File: src/rtl/bcd_disp_pkg.sv
// Shared definitions for the BCD history display.
//   digit_t  : one stored BCD digit (4 bits)
//   BLANK    : code held in history slots that show nothing
//   MAX_BCD  : largest legal BCD value
//   SEG_*    : active-low {g,f,e,d,c,b,a} glyphs for 0..9 and the dark glyph
package bcd_disp_pkg;

  typedef logic [3:0] digit_t;

  localparam digit_t BLANK   = 4'hF;
  localparam digit_t MAX_BCD = 4'd9;

  localparam logic [6:0] SEG_OFF = 7'h7F;
  localparam logic [6:0] SEG_0   = 7'h40;
  localparam logic [6:0] SEG_1   = 7'h79;
  localparam logic [6:0] SEG_2   = 7'h24;
  localparam logic [6:0] SEG_3   = 7'h30;
  localparam logic [6:0] SEG_4   = 7'h19;
  localparam logic [6:0] SEG_5   = 7'h12;
  localparam logic [6:0] SEG_6   = 7'h02;
  localparam logic [6:0] SEG_7   = 7'h78;
  localparam logic [6:0] SEG_8   = 7'h00;
  localparam logic [6:0] SEG_9   = 7'h10;

endpackage

File: src/rtl/bcd_history_display_if.sv
// Bus between the counter stage and the display block.
//   sample_en : strobe, capture bcd_in this cycle
//   bcd_in    : BCD digit from the counter stage
//   clr_err   : clears the sticky error flag
//   seg       : active-low segments {g,f,e,d,c,b,a}
//   an        : one-hot active-low digit enables
//   dir_up    : 1 = last change was upward
//   err       : sticky non-BCD flag
// master drives the sample side, slave is the display block.
interface bcd_history_display_if #(
  parameter int N_DIGITS = 4
);
  import bcd_disp_pkg::*;

  logic                sample_en;
  digit_t              bcd_in;
  logic                clr_err;
  logic [6:0]          seg;
  logic [N_DIGITS-1:0] an;
  logic                dir_up;
  logic                err;

  modport master (
    output sample_en, bcd_in, clr_err,
    input  seg, an, dir_up, err
  );

  modport slave (
    input  sample_en, bcd_in, clr_err,
    output seg, an, dir_up, err
  );

endinterface

File: src/rtl/bcd_to_7seg.sv
// Combinational BCD to seven-segment decoder, active-low outputs.
//   digit : 4-bit code; 0..9 decode to glyphs, everything else is dark
//   seg   : {g,f,e,d,c,b,a}, 0 = segment lit
module bcd_to_7seg
  import bcd_disp_pkg::*;
(
  input  digit_t     digit,
  output logic [6:0] seg
);

  always_comb begin
    seg = SEG_OFF;
    case (digit)
      4'd0:    seg = SEG_0;
      4'd1:    seg = SEG_1;
      4'd2:    seg = SEG_2;
      4'd3:    seg = SEG_3;
      4'd4:    seg = SEG_4;
      4'd5:    seg = SEG_5;
      4'd6:    seg = SEG_6;
      4'd7:    seg = SEG_7;
      4'd8:    seg = SEG_8;
      4'd9:    seg = SEG_9;
      default: seg = SEG_OFF;
    endcase
  end

endmodule

File: src/rtl/bcd_history_display.sv
// Keeps the last N_DIGITS sampled BCD values (newest on digit 0), tracks the
// counting direction, flags non-BCD samples and time-multiplexes the stored
// digits onto a common-anode seven-segment display.
//   clk   : rising-edge clock
//   reset : asynchronous, active-low
//   bus   : slave side of bcd_history_display_if (sample inputs, display
//           and status outputs)
// Parameters: N_DIGITS (2..8) digits shown, REFRESH_DIV (>=2) cycles per digit.
module bcd_history_display
  import bcd_disp_pkg::*;
#(
  parameter int N_DIGITS    = 4,
  parameter int REFRESH_DIV = 50000
) (
  input  logic                   clk,
  input  logic                   reset,
  bcd_history_display_if.slave   bus
);

  localparam int CW = $clog2(REFRESH_DIV);
  localparam int SW = $clog2(N_DIGITS);
  localparam logic [CW-1:0]       CNT_LAST = CW'(REFRESH_DIV - 1);
  localparam logic [SW-1:0]       IDX_LAST = SW'(N_DIGITS - 1);
  localparam logic [N_DIGITS-1:0] AN_ONE   = N_DIGITS'(1);

  digit_t        hist [N_DIGITS];
  logic [CW-1:0] refresh_cnt;
  logic [SW-1:0] scan_idx;
  logic          wrap;
  logic          bcd_valid;
  digit_t        scan_digit;
  logic [6:0]    seg_next;

  assign bcd_valid = (bus.bcd_in <= MAX_BCD);
  assign wrap      = (refresh_cnt == CNT_LAST);

  // Loop-based mux keeps the index safe when N_DIGITS is not a power of two.
  always_comb begin
    scan_digit = BLANK;
    for (int i = 0; i < N_DIGITS; i++) begin
      if (scan_idx == SW'(i)) scan_digit = hist[i];
    end
  end

  bcd_to_7seg u_dec (
    .digit (scan_digit),
    .seg   (seg_next)
  );

  always_ff @(posedge clk or negedge reset) begin
    if (!reset) begin
      for (int i = 0; i < N_DIGITS; i++) hist[i] <= BLANK;
    end else if (bus.sample_en) begin
      for (int i = N_DIGITS - 1; i > 0; i--) hist[i] <= hist[i-1];
      hist[0] <= bcd_valid ? bus.bcd_in : BLANK;
    end
  end

  // Direction only compares two real digits; a blank newest slot gives no
  // reference. Error set has priority over clear.
  always_ff @(posedge clk or negedge reset) begin
    if (!reset) begin
      bus.dir_up <= 1'b1;
      bus.err    <= 1'b0;
    end else begin
      if (bus.sample_en && bcd_valid && (hist[0] != BLANK)) begin
        if (bus.bcd_in > hist[0])      bus.dir_up <= 1'b1;
        else if (bus.bcd_in < hist[0]) bus.dir_up <= 1'b0;
      end
      if (bus.sample_en && !bcd_valid) bus.err <= 1'b1;
      else if (bus.clr_err)            bus.err <= 1'b0;
    end
  end

  always_ff @(posedge clk or negedge reset) begin
    if (!reset) begin
      refresh_cnt <= '0;
      scan_idx    <= '0;
    end else if (wrap) begin
      refresh_cnt <= '0;
      scan_idx    <= (scan_idx == IDX_LAST) ? '0 : scan_idx + SW'(1);
    end else begin
      refresh_cnt <= refresh_cnt + CW'(1);
    end
  end

  // seg and an come from the same scan_idx so they always switch together.
  always_ff @(posedge clk or negedge reset) begin
    if (!reset) begin
      bus.seg <= SEG_OFF;
      bus.an  <= ~AN_ONE;
    end else begin
      bus.seg <= seg_next;
      bus.an  <= ~(AN_ONE << scan_idx);
    end
  end

endmodule

File: src/flat_wrapper.sv
// flat-port wrapper written by rule: the top's interface ports become plain ports
module bcd_history_display_flat import bcd_disp_pkg::*;
#(
  parameter int N_DIGITS    = 4,
  parameter int REFRESH_DIV = 50000
)
  (clk, reset, bus_sample_en, bus_bcd_in, bus_clr_err, bus_seg, bus_an, bus_dir_up, bus_err);
  bcd_history_display_if #(.N_DIGITS(N_DIGITS)) bus_i ();
  input  logic clk;
  input  logic reset;
  input wire logic [$bits(bus_i.sample_en)-1:0] bus_sample_en;
  input wire logic [$bits(bus_i.bcd_in)-1:0] bus_bcd_in;
  input wire logic [$bits(bus_i.clr_err)-1:0] bus_clr_err;
  output wire logic [$bits(bus_i.seg)-1:0] bus_seg;
  output wire logic [$bits(bus_i.an)-1:0] bus_an;
  output wire logic [$bits(bus_i.dir_up)-1:0] bus_dir_up;
  output wire logic [$bits(bus_i.err)-1:0] bus_err;
  assign bus_i.sample_en = bus_sample_en;
  assign bus_i.bcd_in = bus_bcd_in;
  assign bus_i.clr_err = bus_clr_err;
  assign bus_seg = bus_i.seg;
  assign bus_an = bus_i.an;
  assign bus_dir_up = bus_i.dir_up;
  assign bus_err = bus_i.err;
  bcd_history_display #(.N_DIGITS(N_DIGITS), .REFRESH_DIV(REFRESH_DIV)) u_core (.clk(clk), .reset(reset), .bus(bus_i));
endmodule
File: config.mk
export PLATFORM = sky130hd
export DESIGN_NAME = bcd_history_display_flat
export DESIGN_NICKNAME = d
export VERILOG_FILES = /design/src/rtl/bcd_disp_pkg.sv /design/src/rtl/bcd_history_display_if.sv /design/src/rtl/bcd_to_7seg.sv /design/src/rtl/bcd_history_display.sv /design/src/flat_wrapper.sv
export SDC_FILE = /design/constraint.sdc
export NUM_CORES = 1
export LEC_CHECK = 0
export CAP_MARGIN = 20
export CELL_PAD_IN_SITES_DETAIL_PLACEMENT = 2
export CELL_PAD_IN_SITES_GLOBAL_PLACEMENT = 2
export CORE_UTILIZATION = 38
export CTS_CLUSTER_DIAMETER = 150
export CTS_CLUSTER_SIZE = 28
export DETAILED_ROUTE_END_ITERATION = 10
export PLACE_DENSITY = 0.82
export SYNTH_ARGS = -nofsm -noshare
export SYNTH_HDL_FRONTEND = slang
export SYNTH_SLANG_ARGS = --single-unit
File: constraint.sdc
create_clock -name clk -period 2.25 [get_ports clk]
set_input_delay 0.5625 -clock clk [delete_from_list [all_inputs] [get_ports clk]]
set_output_delay 0.5625 -clock clk [all_outputs]
set_load 0.01 [all_outputs]
==> flow_summary.json, run 1 <==
{
  "cts_tree": "built",
  "cp-end-kind": "flip-flop",
  "min_path_type": "in2async",
  "leakagePower_nw": 1.14,
  "syn-num-nets": 202,
  "drtIter0Drc": 73,
  "grt_pass1_wl_um": 9260,
  "synthMuxAreaShare_pct": 7.01,
  "grt_max_degree": 27,
  "synth.area.top_cells": "dfstp_2 32%, dfrtp_1 23%, mux2_2 6.1%",
  "fin_skew_ps": 3.48,
  "yosys_warnings": 0,
  "setup_viol": 0,
  "vias": 1574,
  "place_area_um2": 2540,
  "synthXorXnorAreaFrac_pct": 5.14,
  "num_antenna_cells": 0,
  "rows": 27,
  "ys_ff_latch": 47,
  "portBuffers": 20,
  "io_pins": 21,
  "slew_violations": 0,
  "syn_inst": 184,
  "power_density_nw_per_um2": 680,
  "irDropWorstVdd_mv": 0.336,
  "antenna_found_initial": 0,
  "required_ps": 2480,
  "holdBufCountCts": 0,
  "vias_per_cell": 5.39,
  "worstSkewPairLatency_ps": 300,
  "finalCritPeriodShare_pct": 98.0,
  "dr.pass1.iters": 4,
  "synth_ff_type": "dfstp_2",
  "syn_area_um2": 2210,
  "fmax_mhz": 454,
  "avgSynthCellArea_um2": 12.0,
  "synth-compound-area-share_pct": 10.9,
  "gr-usage-met1_pct": 21.6,
  "synthSimpleGateAreaFrac_pct": 12.8,
  "ant_nets": 0,
  "hold_viol": 0,
  "status": "finished, final reports clean",
  "grt_use_total_pct": 20.4,
  "cp.arrival_ps": 2430,
  "dp_cells": 279,
  "fp.dieW_um": 78.3,
  "die_h_um": 78.3,
  "synth_edf_count": 0,
  "synth_top_area_cell": "dfstp_2",
  "busiest_layer": "met2",
  "met3_usage_pct": 4.77,
  "cts_sinks": 47,
  "cts_root_buffer": "clkbuf_8",
  "worstSetupPathType": "reg2reg",
  "place_congestion": 0.818,
  "area_delta_synth_final_pct": 22.5,
  "synth-seq-area-share_pct": 54.7,
  "synth_top_family_by_area": "simple AND/OR/NAND/NOR gates",
  "reg2reg_depth": 8,
  "final.setup.tns_ps": 0,
  "drive_gt1_share_pct": 35.5,
  "overflow": 0,
  "synthAdderAreaFrac_pct": 5.65,
  "critPathMaxFanout": 4,
  "htreeDepth": 2,
  "synthArstFlopShare_pct": 100,
  "post_drt_wl_per_cell_um": 20.3,
  "clk_pin_slew_ps": 80,
  "grt_pass1_vias": 1833,
  "maxCapViolCount": 0,
  "dieArea_um2": 6130,
  "reg2reg_slack_ps": 50,
  "layout.cells.non_filler": 292,
  "maxSlewHeadroom_pct": 58.6,
  "core_um2": 5570,
  "fin_nets": 237,
  "r2r-end": "u_core.bus.seg[3]$_DFF_PN1_",
  "cts_made_buffers": 5,
  "worstMarginPinSlew_ps": 621,
  "drc_errors": 0,
  "clockBufferDepth": 2,
  "startpoint": "u_core.scan_idx[0]$_DFFE_PN0N_",
  "critical_path.reg2reg.startpoint": "u_core.scan_idx[0]$_DFFE_PN0N_",
  "crit_path_start_kind": "flip-flop",
  "dp_hpwl_um": 4160,
  "yosysUniqueCellTypes": 47,
  "grt_use_met2_pct": 38.2,
  "period_needed_ps": 2200,
  "fin_area_um2": 2710,
  "start_util_pct": 39.7,
  "finalPower_mw": 1.84,
  "wirelength_um": 5940,
  "synth_top_cell_area_share_pct": 32.1
}
-- cell families (layout without fill, tap and decap cells) --
kind of cell,after synthesis,count (layout)
DFF,47,47
xor gates and xnor gates,13,13
buffers and inverters,20,56
AOI/OAI and AO/OA,30,30
muxes,14,14
adders and majority gates,10,10
and+or+nand+nor,50,50
-- cell type report --
| type | count | area (µm²) |
|---|---|---|
| Clock buffer | 7 | 86.3 |
| Clock inverter | 1 | 5.00 |
| Fill cell | 563 | 2860 |
| Inverter | 16 | 60.1 |
| Multi-Input combinational cell | 117 | 962 |
| Sequential cell | 47 | 1210 |
| Tap cell | 72 | 90.1 |
| Timing Repair Buffer | 32 | 298 |
-- stage by stage --
step | hold WS [ps] | setup slack (ps) | utilization (%)
finish | 220 | 45.4 | 48.6
global route | 242 | -77.5 | 48.6
CTS | 230 | 10.2 | 47.2
detailed placement | 484 | 27.5 | 45.6
global placement | 463 | 191 | 45.6
floorplan | 267 | 195 | -
-- flip-flops by register name, indices dropped and copies added (netlist names) --
register / flops
u_core.refresh_cnt: 16
u_core.scan_idx: 2
u_core.bus.err: 1
u_core.hist: 16
u_core.bus.dir_up: 1
u_core.bus.seg: 7
u_core.bus.an: 4
-- Yosys cell counts (4+ instances only) --
library cell / number
dfstp_2: 27
dfrtp_1: 20
inv_1: 15
nor2_1: 14
mux2_2: 12
ha_1: 10
nand2_1: 9
o21ai_0: 9
xnor2_1: 8
nand3_1: 6
xor2_1: 5
nand4_1: 4
-- where the power goes --
group	switching, mW	internal, mW
Combinational	0.133	0.147
Sequential	0.0617	0.967
Clock	0.287	0.248
Total	0.482	1.36
-- layout by cell type, fill, tap and decap left out, drive strengths merged, types with 3 or more instances in the layout --
master,netlist,routed
a21oi,3,3
and3,3,3
buf,3,13
clkbuf,1,7
clkdlybuf4s50,0,19
dfrtp,20,20
dfstp,27,27
ha,10,10
inv,16,16
mux2,12,12
nand2,9,9
nand3,6,6
nand4,4,4
nor2,16,16
o21ai,9,9
o22a,4,4
xnor2,8,8
xor2,5,5
-- worst max-delay path, stage by stage (launching register included) --
cell and delay (ps):
dfrtp_1 480, inv_2 150, ha_4 170, nand2b_4 70
o22a_2 200, a222oi_1 410, inv_1 130, ha_1 320
o211ai_1 180
-- worst max path at each step --
stage / endpoint / cells after the start
floorplan: u_core.bus.seg[1]$_DFF_PN1_ / 9
global placement: u_core.bus.seg[0]$_DFF_PN1_ / 8
detailed placement: u_core.bus.seg[0]$_DFF_PN1_ / 8
CTS: u_core.bus.seg[0]$_DFF_PN1_ / 8
global route: u_core.bus.seg[3]$_DFF_PN1_ / 8
finish: u_core.bus.seg[3]$_DFF_PN1_ / 8
-- repair_timing --
item | in CTS | in global routing
gates resized for setup | 0 | 13
endpoints found under the setup margin | 0 | 5
buffers inserted | 0 | 5
-- layer usage --
metal / routed length, µm / part of all wire (%)
met2: 3310 / 56
met5: 0 / 0
met4: 189 / 3.2
met3: 191 / 3.2
met1: 2240 / 38
(Power assumes the default switching activity.)
==> run 2, diff against run 1 <==
--- a/config.mk
+++ b/config.mk
@@ -8,11 +8,12 @@
 export CAP_MARGIN = 20
 export CELL_PAD_IN_SITES_DETAIL_PLACEMENT = 2
 export CELL_PAD_IN_SITES_GLOBAL_PLACEMENT = 2
-export CORE_UTILIZATION = 38
+export CORE_UTILIZATION = 37
 export CTS_CLUSTER_DIAMETER = 150
 export CTS_CLUSTER_SIZE = 28
 export DETAILED_ROUTE_END_ITERATION = 10
-export PLACE_DENSITY = 0.82
+export PLACE_DENSITY_LB_ADDON = 0.1
 export SYNTH_ARGS = -nofsm -noshare
 export SYNTH_HDL_FRONTEND = slang
+export SYNTH_HIERARCHICAL = 1
 export SYNTH_SLANG_ARGS = --single-unit
==> run 2 against run 1 <==
Against the previous run:
- worst hold slack improved by 130 ps
- combinational power increased by 1%
- count of clock-buffer cells in the layout increased by 1
- highest routed layer unchanged
- critical endpoint is now u_core/bus.seg[3]$_DFF_PN1_
==> flow_summary.json, run 2 <==
{
  "vias": 1666,
  "overflow": 0,
  "cts_root_buffer": "clkbuf_8",
  "post_drt_wl_per_cell_um": 17.4,
  "grt_use_total_pct": 19.1,
  "synth-seq-area-share_pct": 51.9,
  "fin_hold_ws_ps": 353,
  "cts_sinks": 47,
  "vias_per_cell": 5.16,
  "rows": 28,
  "critPathMaxFanout": 6,
  "ant_nets": 0,
  "reg.largest.list": "u_core/hist (16), u_core/refresh_cnt (16), u_core/bus.seg (7)",
  "maxSlewHeadroom_pct": 60.3,
  "synthAdderAreaFrac_pct": 7.52,
  "synth-compound-area-share_pct": 9.83,
  "dieArea_um2": 6620,
  "setup_viol": 0,
  "cp-end-kind": "flip-flop",
  "final.setup.tns_ps": 0,
  "reg2reg_slack_ps": 130,
  "dp_hpwl_um": 4010,
  "r2r-end": "u_core/bus.seg[3]$_DFF_PN1_",
  "slew_violations": 0,
  "core_um2": 5990,
  "grt_max_degree": 48,
  "cts_made_buffers": 5,
  "ys_ff_latch": 47,
  "yosysUniqueCellTypes": 37,
  "start_util_pct": 38.9,
  "clockBufferDepth": 2,
  "antenna_found_initial": 0,
  "wirelength_um": 5630,
  "syn_area_um2": 2330,
  "critical_path.reg2reg.startpoint": "u_core/scan_idx[0]$_DFFE_PN0N_",
  "status": "finished, final reports clean",
  "drc_errors": 0,
  "required_ps": 2490,
  "layout_commonest_cell": "dfstp_2",
  "hold_viol": 0,
  "grt_pass1_vias": 1845,
  "drive_gt1_share_pct": 29.0,
  "grt_pass1_wl_um": 9230,
  "dp_cells": 312,
  "fin_area_um2": 2810,
  "reg2reg_depth": 10,
  "synth_edf_count": 0,
  "synthXorXnorAreaFrac_pct": 5.26,
  "syn_inst": 216,
  "startpoint": "u_core/scan_idx[0]$_DFFE_PN0N_",
  "fin_skew_ps": 7.24,
  "fin_nets": 269,
  "synth_common_cells": "27 x dfstp_2, 21 x inv_1, 21 x nor2_1, 20 x dfrtp_1, 14 x ha_1",
  "clk_pin_slew_ps": 90,
  "synth_top_family_by_area": "simple AND/OR/NAND/NOR gates",
  "synth_ff_type": "dfstp_2",
  "die_h_um": 81.4,
  "synth_top_cell_area_share_pct": 30.5,
  "layout.cells.non_filler": 323,
  "holdBufCountCts": 0,
  "drtIter0Drc": 23,
  "synthMuxAreaShare_pct": 4.83,
  "htreeDepth": 2,
  "io_pins": 21,
  "yosys_warnings": 6,
  "period_needed_ps": 2120,
  "worstSetupPathType": "reg2reg",
  "yosys.cell_count.top_type": "dfstp_2",
  "irDropWorstVdd_mv": 0.268,
  "dr.pass1.iters": 4,
  "final_cell_mix": "27 x dfstp_2, 21 x nor2_1, 19 x clkdlybuf4s50_1, 19 x dfrtp_1, 18 x inv_1",
  "power_density_nw_per_um2": 658,
  "finalCritPeriodShare_pct": 94.4,
  "place_congestion": 0.843,
  "crit_path_start_kind": "flip-flop",
  "synth_top_area_cell": "dfstp_2",
  "cp.arrival_ps": 2360,
  "cts_tree": "built",
  "maxCapViolCount": 0,
  "min_path_type": "in2async",
  "fmax_mhz": 471,
  "fp.dieW_um": 81.4,
  "portBuffers": 20,
  "synth.area.top_cells": "dfstp_2 30%, dfrtp_1 21%, ha_1 7.5%",
  "worstSkewPairLatency_ps": 300,
  "synthArstFlopShare_pct": 100,
  "synthSimpleGateAreaFrac_pct": 15.4,
  "avgSynthCellArea_um2": 10.8,
  "cp-endpoint": "u_core/bus.seg[3]$_DFF_PN1_",
  "syn-num-nets": 238,
  "worstMarginPinSlew_ps": 596,
  "leakagePower_nw": 1.20,
  "num_antenna_cells": 0,
  "place_area_um2": 2640,
  "area_delta_synth_final_pct": 20.7
}
run 2: changes by cell type after synthesis, sizes merged, moves of 3 or more:
| cell | previous run | this run |
|---|---|---|
| a211oi | 0 | 5 |
| a21oi | 3 | 9 |
| a311oi | 0 | 3 |
| ha | 10 | 14 |
| inv | 16 | 21 |
| nand2b | 1 | 5 |
| nand3 | 6 | 9 |
| nor2 | 16 | 21 |
| nor3 | 1 | 5 |
| o21ai | 9 | 12 |
run 2: kinds of logic (layout without fill, tap and decap cells):
logic type	after synthesis	count (layout)
and+or+nand+nor	67	67
xor gates and xnor gates	14	14
AOI/OAI and AO/OA	36	36
adders and majority gates	14	14
DFF	47	47
muxes	10	10
buffers and inverters	28	60
run 2: metrics by stage:
stage	power, mW	utilization [%]	setup WS (ps)
finish	1.85	46.9	125
global route	1.94	46.9	-4.60
CTS	1.88	46.2	-4.79
detailed placement	1.30	44.0	-34.5
global placement	1.28	44.0	78.3
floorplan	1.15	-	90.8
run 2: repair_timing:
action,in CTS,in global routing
cloned,0,0
setup buffers,1,2
pin swaps,0,1
setup endpoints to repair,6,7
resized for setup,6,9
hold endpoints to repair,0,0
run 2: layout make-up:
| cell class | count | area, µm² |
|---|---|---|
| Fill cell | 607 | 3180 |
| Multi-Input combinational cell | 141 | 1050 |
| Timing Repair Buffer | 31 | 278 |
| Tap cell | 75 | 93.8 |
| Clock buffer | 8 | 100 |
| Sequential cell | 47 | 1210 |
| Inverter | 21 | 81.3 |
run 2: per-layer routing:
| layer | vias up | part of all wire (%) | track usage [%] |
|---|---|---|---|
| met5 | - | 0 | 0 |
| met4 | 0 | 1.2 | 6.96 |
| met3 | 7 | 2.9 | 3.93 |
| met2 | 33 | 53 | 34.3 |
| met1 | 833 | 43 | 22.1 |
| li1 | 793 | - | - |
run 2: power breakdown:
group | switching, mW | internal, mW
Sequential | 0.0435 | 0.961
Combinational | 0.143 | 0.140
Clock | 0.283 | 0.281
run 2: critical path, stage by stage, from the launching register on:
cell and delay [ps]:
dfrtp_2 460, ha_4 200, nor2b_1 140, a311oi_2 240, a211oi_1 80, a21oi_1 200, inv_1 120, ha_1 190
or2_1 220, a21oi_2 160, a31oi_1 50
run 2: worst min path at each step:
stage / end / slack [ps] / cells past startpoint
final: u_core/refresh_cnt[15]$_DFF_PN0_ / 350 / 2
after global routing: u_core/bus.err$_DFFE_PN0P_ / 400 / 2
after CTS: u_core/bus.an[0]$_DFF_PN0_ / 370 / 2
after detailed placement: u_core/refresh_cnt[0]$_DFF_PN0_ / 480 / 1
after global placement: u_core/refresh_cnt[0]$_DFF_PN0_ / 460 / 1
after floorplan: u_core/bus.an[0]$_DFF_PN0_ / 270 / 0
